**src/rtl/libar_pkg.sv**
```systemverilog
// Shared types and constants for the activity-triggered key array.
package libar_pkg;

    typedef enum logic [1:0] {
        IDLE  = 2'd0,
        LOAD  = 2'd1,
        ARMED = 2'd2
    } libar_state_e;

    localparam logic [3:0] DEF_INV_MASK  = 4'b0000;
    localparam logic [3:0] DEF_RESET_KEY = 4'b0000;

    // The bit counter must be able to hold the value KEY_W.
    function automatic int cnt_width(input int kw);
        return (kw < 1) ? 1 : $clog2(kw + 1);
    endfunction

endpackage

```
**src/rtl/libar_bit_cell.sv**
```systemverilog
// One key slice: trigger edge detect, active key bit, sticky promoted flag and key gate.
module libar_bit_cell #(
    parameter logic INV     = 1'b0,
    parameter logic RST_VAL = 1'b0
) (
    input  logic clk,
    input  logic rst_n,
    input  logic en,
    input  logic clr_promoted,
    input  logic shadow_bit,
    input  logic trig,
    input  logic net_in,
    output logic net_out,
    output logic promoted
);

    logic trig_q_r;
    logic active_r;
    logic promoted_r;
    logic rise_s;

    assign rise_s = trig & ~trig_q_r;

    // Trigger history every cycle; promotion only on a fresh rise while enabled.
    always_ff @(posedge clk or negedge rst_n) begin
        if (!rst_n) begin
            trig_q_r   <= 1'b0;
            active_r   <= RST_VAL;
            promoted_r <= 1'b0;
        end else begin
            trig_q_r <= trig;
            if (en && rise_s) begin
                active_r   <= shadow_bit;
                promoted_r <= 1'b1;
            end else if (clr_promoted) begin
                promoted_r <= 1'b0;
            end
        end
    end

    assign net_out  = net_in ^ active_r ^ INV;
    assign promoted = promoted_r;

endmodule

```
**src/rtl/libar_key_array.sv**
```systemverilog
// Serially loaded key array whose bits are applied on rising edges of internal trigger nets.
module libar_key_array
    import libar_pkg::*;
#(
    parameter int              KEY_W     = 4,
    parameter logic [KEY_W-1:0] INV_MASK  = KEY_W'(DEF_INV_MASK),
    parameter logic [KEY_W-1:0] RESET_KEY = KEY_W'(DEF_RESET_KEY)
) (
    input  logic             clk,
    input  logic             rst_n,
    input  logic             load_start,
    input  logic             key_bit,
    input  logic             key_valid,
    output logic             key_ready,
    input  logic [KEY_W-1:0] trig,
    input  logic [KEY_W-1:0] net_in,
    output logic [KEY_W-1:0] net_out,
    output logic             armed,
    output logic [KEY_W-1:0] promoted
);

    localparam int CNT_W = cnt_width(KEY_W);
    localparam logic [CNT_W-1:0] CNT_LAST = CNT_W'(KEY_W - 1);

    libar_state_e     state_r, state_nx;
    logic [CNT_W-1:0] cnt_r, cnt_nx;
    logic [KEY_W-1:0] shadow_r, shadow_nx;
    logic             armed_r;
    logic             clr_prom_s;

    // State, counter, shadow and armed flag registers.
    always_ff @(posedge clk or negedge rst_n) begin
        if (!rst_n) begin
            state_r  <= IDLE;
            cnt_r    <= {CNT_W{1'b0}};
            shadow_r <= {KEY_W{1'b0}};
            armed_r  <= 1'b0;
        end else begin
            state_r  <= state_nx;
            cnt_r    <= cnt_nx;
            shadow_r <= shadow_nx;
            armed_r  <= (state_nx == ARMED);
        end
    end

    // Next-state logic; load_start always beats an incoming key bit.
    always_comb begin
        state_nx   = state_r;
        cnt_nx     = cnt_r;
        shadow_nx  = shadow_r;
        clr_prom_s = 1'b0;
        case (state_r)
            IDLE: begin
                if (load_start) begin
                    state_nx = LOAD;
                    cnt_nx   = {CNT_W{1'b0}};
                end else begin
                    state_nx = IDLE;
                end
            end
            LOAD: begin
                if (load_start) begin
                    cnt_nx = {CNT_W{1'b0}};
                end else if (key_valid) begin
                    for (int i = 0; i < KEY_W; i++) begin
                        if (cnt_r == CNT_W'(i)) begin
                            shadow_nx[i] = key_bit;
                        end else begin
                            shadow_nx[i] = shadow_r[i];
                        end
                    end
                    if (cnt_r == CNT_LAST) begin
                        state_nx   = ARMED;
                        cnt_nx     = {CNT_W{1'b0}};
                        clr_prom_s = 1'b1;
                    end else begin
                        cnt_nx = cnt_r + CNT_W'(1);
                    end
                end else begin
                    cnt_nx = cnt_r;
                end
            end
            ARMED: begin
                if (load_start) begin
                    state_nx = LOAD;
                    cnt_nx   = {CNT_W{1'b0}};
                end else begin
                    state_nx = ARMED;
                end
            end
            default: begin
                state_nx = IDLE;
                cnt_nx   = {CNT_W{1'b0}};
            end
        endcase
    end

    assign key_ready = (state_r == LOAD);
    assign armed     = armed_r;

    for (genvar g = 0; g < KEY_W; g++) begin : g_cell
        libar_bit_cell #(
            .INV     (INV_MASK[g]),
            .RST_VAL (RESET_KEY[g])
        ) u_cell (
            .clk          (clk),
            .rst_n        (rst_n),
            .en           (state_r == ARMED),
            .clr_promoted (clr_prom_s),
            .shadow_bit   (shadow_r[g]),
            .trig         (trig[g]),
            .net_in       (net_in[g]),
            .net_out      (net_out[g]),
            .promoted     (promoted[g])
        );
    end

endmodule

```
**config.mk**
```make
export PLATFORM = sky130hd
export DESIGN_NAME = libar_key_array
export DESIGN_NICKNAME = d
export VERILOG_FILES = /design/src/rtl/libar_pkg.sv /design/src/rtl/libar_bit_cell.sv /design/src/rtl/libar_key_array.sv
export SDC_FILE = /design/constraint.sdc
export NUM_CORES = 1
export LEC_CHECK = 0
export ABC_CLOCK_PERIOD_IN_PS = 2800
export CORE_MARGIN = 5
export CORE_UTILIZATION = 35
export DETAILED_ROUTE_END_ITERATION = 16
export PLACE_DENSITY_LB_ADDON = 0.3
export SLEW_MARGIN = 20
export SYNTH_ARGS = -nofsm -noshare
export SYNTH_HDL_FRONTEND = slang
export SYNTH_SLANG_ARGS = --single-unit
```
**constraint.sdc**
```tcl
create_clock -name clk -period 2.8 [get_ports clk]
set_input_delay 0.28 -clock clk [delete_from_list [all_inputs] [get_ports clk]]
set_output_delay 0.28 -clock clk [all_outputs]
set_load 0.02 [all_outputs]
```
# --- After elaboration in Yosys (flattened, before gate mapping) ---
# Cells that the tools add are included.
word_totals:
  ff_bits: 22
  inputBits: 13
  out_inout_bits: 10
classes:
  add_sub_neg: 1
  n_eq_ne: 8
  muxes: 20
  bitwise: 13
  reduce_logical: 16
ops:
  columns: ["op", "n"]
  rows:
  - ["$reduce_and 4->1", 4]
  - ["$mux 3", 4]
  - ["$mux 1", 10]
  - ["$mux 2", 4]
  - ["$reduce_bool 2->1", 4]
  - ["$eq 3x2->1 const B", 2]
  - ["$pmux 2 s3", 1]
  - ["$pmux 3 s2", 1]
  - ["$not 1->1", 5]
  - ["$and 1x1->1", 4]
  - ["$eq 2x2->1 const B", 2]
  - ["$logic_and 1x1->1", 4]
  - ["$xor 1x1->1", 4]
  - ["$add 3x1->3 const B", 1]
  - ["$eq 3x1->1 const B", 1]
  - ["$logic_not 3->1", 1]
  - ["$ne 3x3->1 const B", 1]
  - ["$eq 2x1->1 const B", 1]
  - ["$logic_not 2->1", 1]
  - ["$ne 2x1->1 const B", 1]
  - ["$reduce_and 2->1", 1]
  - ["$reduce_or 2->1", 1]

# --- Depth between registers and ports, before layout ---
depth:
  depth_word: 7
  depth_mapped: 5
  mapped_depth_nobuf: 4

# --- By module ---
# From an unflattened synthesis, not the netlist that was laid out.
unflattened:
  hier_cells: 74
  area_unflattened_um2: 1019.7
by_module_without_submodules:
  columns: ["module", "n_inst", "cells_per_inst", "area_per_inst_um2"]
  rows:
  - ["libar_bit_cell", 4, 8, 127.6]
  - ["libar_key_array", 1, 42, 509.2]

# --- Worst setup path before layout ---
# Ideal clock, no wire load.
synth_timing:
  path_kind: "register to register"
  startpoint: "reg state_r[0]"
  endpoint: "reg g_cell[0].u_cell.active_r"
  t_arrival_ns: 1.331
  path_slack_ns: 1.344
  stages_incl_launch_ff: 4
  path_buffers: 0
  period_less_slack_ns: 1.456
  cell_sequence: "dfrtp_1 or2b_1 nor3b_1 mux2_2"
synth_via:
  elab_chain_cells: 2
synth_lines:
  columns: ["element", "line_no", "source"]
  rows:
  - ["start, declared", "libar_key_array.sv:25", "libar_state_e state_r, state_nx;"]
  - ["start signal, assigned", "libar_key_array.sv:39", "state_r <= state_nx;"]
  - ["$eq 2x2->1", "libar_key_array.sv:108", ".en (state_r == ARMED),"]
  - ["$logic_and 1x1->1", "libar_bit_cell.sv:32", "if (en && rise_s) begin"]
  - ["end signal, assigned", "libar_bit_cell.sv:33", "active_r <= shadow_bit;"]
  - ["end, declared", "libar_bit_cell.sv:18", "logic active_r;"]
# Every way passes these cells.
# A chain may end at the register's enable or synchronous reset.

# --- Final worst setup path ---
layout_timing:
  startpoint: "reg state_r[0]"
  endpoint: "out key_ready"
layout_via:
  elab_chain_cells: 1
layout_lines:
  columns: ["element", "line_no", "source"]
  rows:
  - ["$eq 2x1->1", "libar_key_array.sv:98", "assign key_ready = (state_r == LOAD);"]
  - ["end, declared", "libar_key_array.sv:14", "output logic key_ready,"]
# Every way passes these cells.

==> results <==
- The run finished with clean final reports.
- The number of distinct library cells after synthesis is 24.
- The family with the most delay on the worst path is buffers and inverters.
- The number of antenna repair diodes is 0.
- The later pin in the worst-skew pair is clocked with a latency of 0.30 ns.
- From bottom edge to top edge, the die measures 64.8 um.
- The detailed-placement wirelength estimate is 1360 um.
- The core region is 2830 um^2.
- The maximum count of clock buffers along a single path is 2.
- The via count of the first global-routing pass is 700.
- Synthesis handed over a netlist of 82 instances.
- The type of the setup path with the least slack is flip-flop to output port.
- The leakage component of the power is 0.000573 uW.
- CTS saw 22 sinks.
- The class of the tightest hold or removal check is input pin to asynchronous set/reset pin.
- For the worst setup path, the data arrival time is 1.60 ns.
- The final non-filler cell total is 131.
- The power per standard cell area is 530 nW/um^2.
- The number of synthesized flops with an enable pin is 0.
- The count of synthesis-stage warnings from yosys is 0.
- The post-synthesis area per instance is 12.8 um^2.
- The number of buffer and inverter stages on the critical path is 1.
- The number of port buffers is 22.
- The wire length per cell is 14.2 um.
- The congestion estimate from routability-driven global placement came to 0.713.
- The final-report hold violation count is 0.
- The final number of setup-violating endpoints is 0.
- For this run, the leading register cell type out of synthesis is dfrtp_1.
- The minimum period implied by the final worst setup slack is 1.88 ns.
- In the layout the commonest cells are 22 x dfrtp_1, 22 x clkdlybuf4s50_1, 7 x nor3b_1, 7 x mux2_2, 5 x a21oi_1.
- Static timing analysis puts the maximum clock frequency at 533 MHz.
- The critical path goes through and2b_2 -> clkdlybuf4s50_1.
- Setup repair after global routing left no endpoint under its margin.
- The number of gates resized after CTS was 0.
- The first-pass iteration count of the detailed router is 4.
- The worst pin sits at a relative slew slack of 80.5%.
- The maximum number of pins on one net before global-route repair is 23.
- The floorplan step set the die width to 64.8 um.
- Data on the critical path is required at its endpoint by 2.52 ns.
- The overall overflow remaining after global route is 0.
- The placement row count is 19.
- The count of max-cap constraint violations is 0.
- The number of instances in the placed design is 127.
- The slowest stage cell on the critical path is clkdlybuf4s50_1.
- The number of hold buffers added after CTS was 0.
- Buffers inserted during clock tree synthesis total 3.
- The detailed router placed 645 vias in this run.
- The final design utilization is 45.4%.
- In the synthesized netlist the async set-or-reset flop fraction comes to 100%.
- Between clock sinks in the finished design, the worst skew comes to 0.00411 ns.
- The count of H-tree levels built during CTS is 1.
- The critical path launch point type is a flip-flop.
- The delay of the slowest critical-path stage is 0.60 ns.
- Dividing the detail-routed via count by the number of cells gives 4.92.
- At the end of the flow, the number of nets in the layout was 118.
- The CTS root buffer is clkbuf_4.
- The maximum fanout along the worst path is 8.
- The largest voltage drop on the vdd net is 477 uV.
- The iteration-0 DRC count of the detailed router is 10.
- The initial core utilization is 37.2%.
- The launch point of the critical path is state_r[0].
- The remaining design rule violation count is 0.
- The growth of design area from synthesis to finish is 22.0%.
- The overall fraction of global-route tracks in use is 9.98%.
- After clock tree synthesis, the clock-pin slew on the worst setup and hold paths is 0.12 ns.
- The number of max-slew violations in the final report is 0.
- After synthesis the netlist holds a flip-flop and latch count of 22.
- The startpoint identified for the worst register-to-register timing path is state_r[0].
- The routed design has 1860 um of wire.
- The die covers 4200 um^2.
- The number of nets with antenna violations after routing is 0.
- The worst path uses 67.0% of the clock period.
- The wire length of the first global-routing pass is 3200 um.
- Of the cells placed in the final design, the portion with a size suffix greater than 1 is 20.0%.
- The initial antenna violation count is 0.
- The netlist area before placement is 1050 um^2.
- The capturing element type of the critical path is an output port.
- On the final layout, the worst hold slack is 0.307 ns.
- TritonCTS built the clock tree.
- The share of synthesized area occupied by flip-flops and latches is 52.3%.
- The worst-margin pin slew is 0.292 ns.
- During I/O placement, the number of pins put on the boundary was 23.
- The number of setup buffers added after CTS is 0.
- Counting every net in the synthesized netlist gives 99.
- The final setup TNS is 0 ns.
==> routing by layer <==
metal	vias up	routed length, um	GRT usage (%)
met5	-	0	0
met4	0	17	3.69
met3	2	87	3.97
met2	17	880	15.7
met1	312	877	12.3
li1	314	-	-
==> through the flow <==
stage	instance area [um^2]	power [uW]	setup WS (ns)
after floorplan	1050	463	1.34
after global placement	1250	512	0.957
after detailed placement	1250	515	0.891
after CTS	1280	693	0.889
after global routing	1280	720	0.827
final	1280	680	0.924
==> logic make-up (layout without fill, tap and decap cells) <==
group                    Yosys count  in the layout  share of synthesized area, %
multiplexers                       8              8                          8.92
flip-flops                        22             22                          52.3
AND/OR/NAND/NOR                   19             19                          14.9
buffers and inverters             11             29                          7.49
XOR/XNOR                           4              4                          3.33
adder cells (fa/ha/maj)            4              4                          4.76
AO/OA/AOI/OAI                     14             14                          8.32
==> area by class of cell <==
class                           count  area [um^2]
Timing Repair Buffer               23          228
Multi-Input combinational cell     49          423
Fill cell                         268         1550
Tap cell                           31         38.8
Sequential cell                    22          551
Inverter                            2         7.51
Clock buffer                        4         36.3
==> worst paths after layout <==
check                                            endpoint  slack (ns)  cells after the start
worst max-delay path                            key_ready        0.92                      2
worst min-delay path            g_cell[3].u_cell.trig_q_r        0.31                      2
worst max register to register  g_cell[3].u_cell.active_r        1.17                      3
max in group asynchronous                        cnt_r[2]        2.27                      2
min in group clk                g_cell[0].u_cell.trig_q_r        0.42                      1
worst min register to register  g_cell[3].u_cell.promoted        0.50                      1
==> report_power, final <==
group	switching (uW)	total [uW]	internal (uW)
clock	93.5	173	79.3
combinational	55.7	133	77.7
sequential	21.1	374	352
==> Yosys cell counts (all sizes together), types with 2 or more instances <==
cell / count / area, um^2
xor2: 4 / 35.0
buf: 9 / 71.3
nand2b: 2 / 20.0
ha: 4 / 50.1
a21o: 5 / 42.5
inv: 2 / 7.51
mux2: 8 / 93.8
nor3b: 7 / 52.6
nand2: 2 / 7.51
o21ai: 4 / 20.0
a21oi: 5 / 25.0
dfrtp: 22 / 551
==> sequential cells by signal (all words and copies together), names as in the netlist <==
| signal | count |
|---|---|
| g_cell.u_cell.trig_q_r | 4 |
| cnt_r | 3 |
| g_cell.u_cell.promoted | 4 |
| armed | 1 |
| state_r | 2 |
| g_cell.u_cell.active_r | 4 |
| shadow_r | 4 |
No activity file was read; power rests on OpenSTA's default activity.
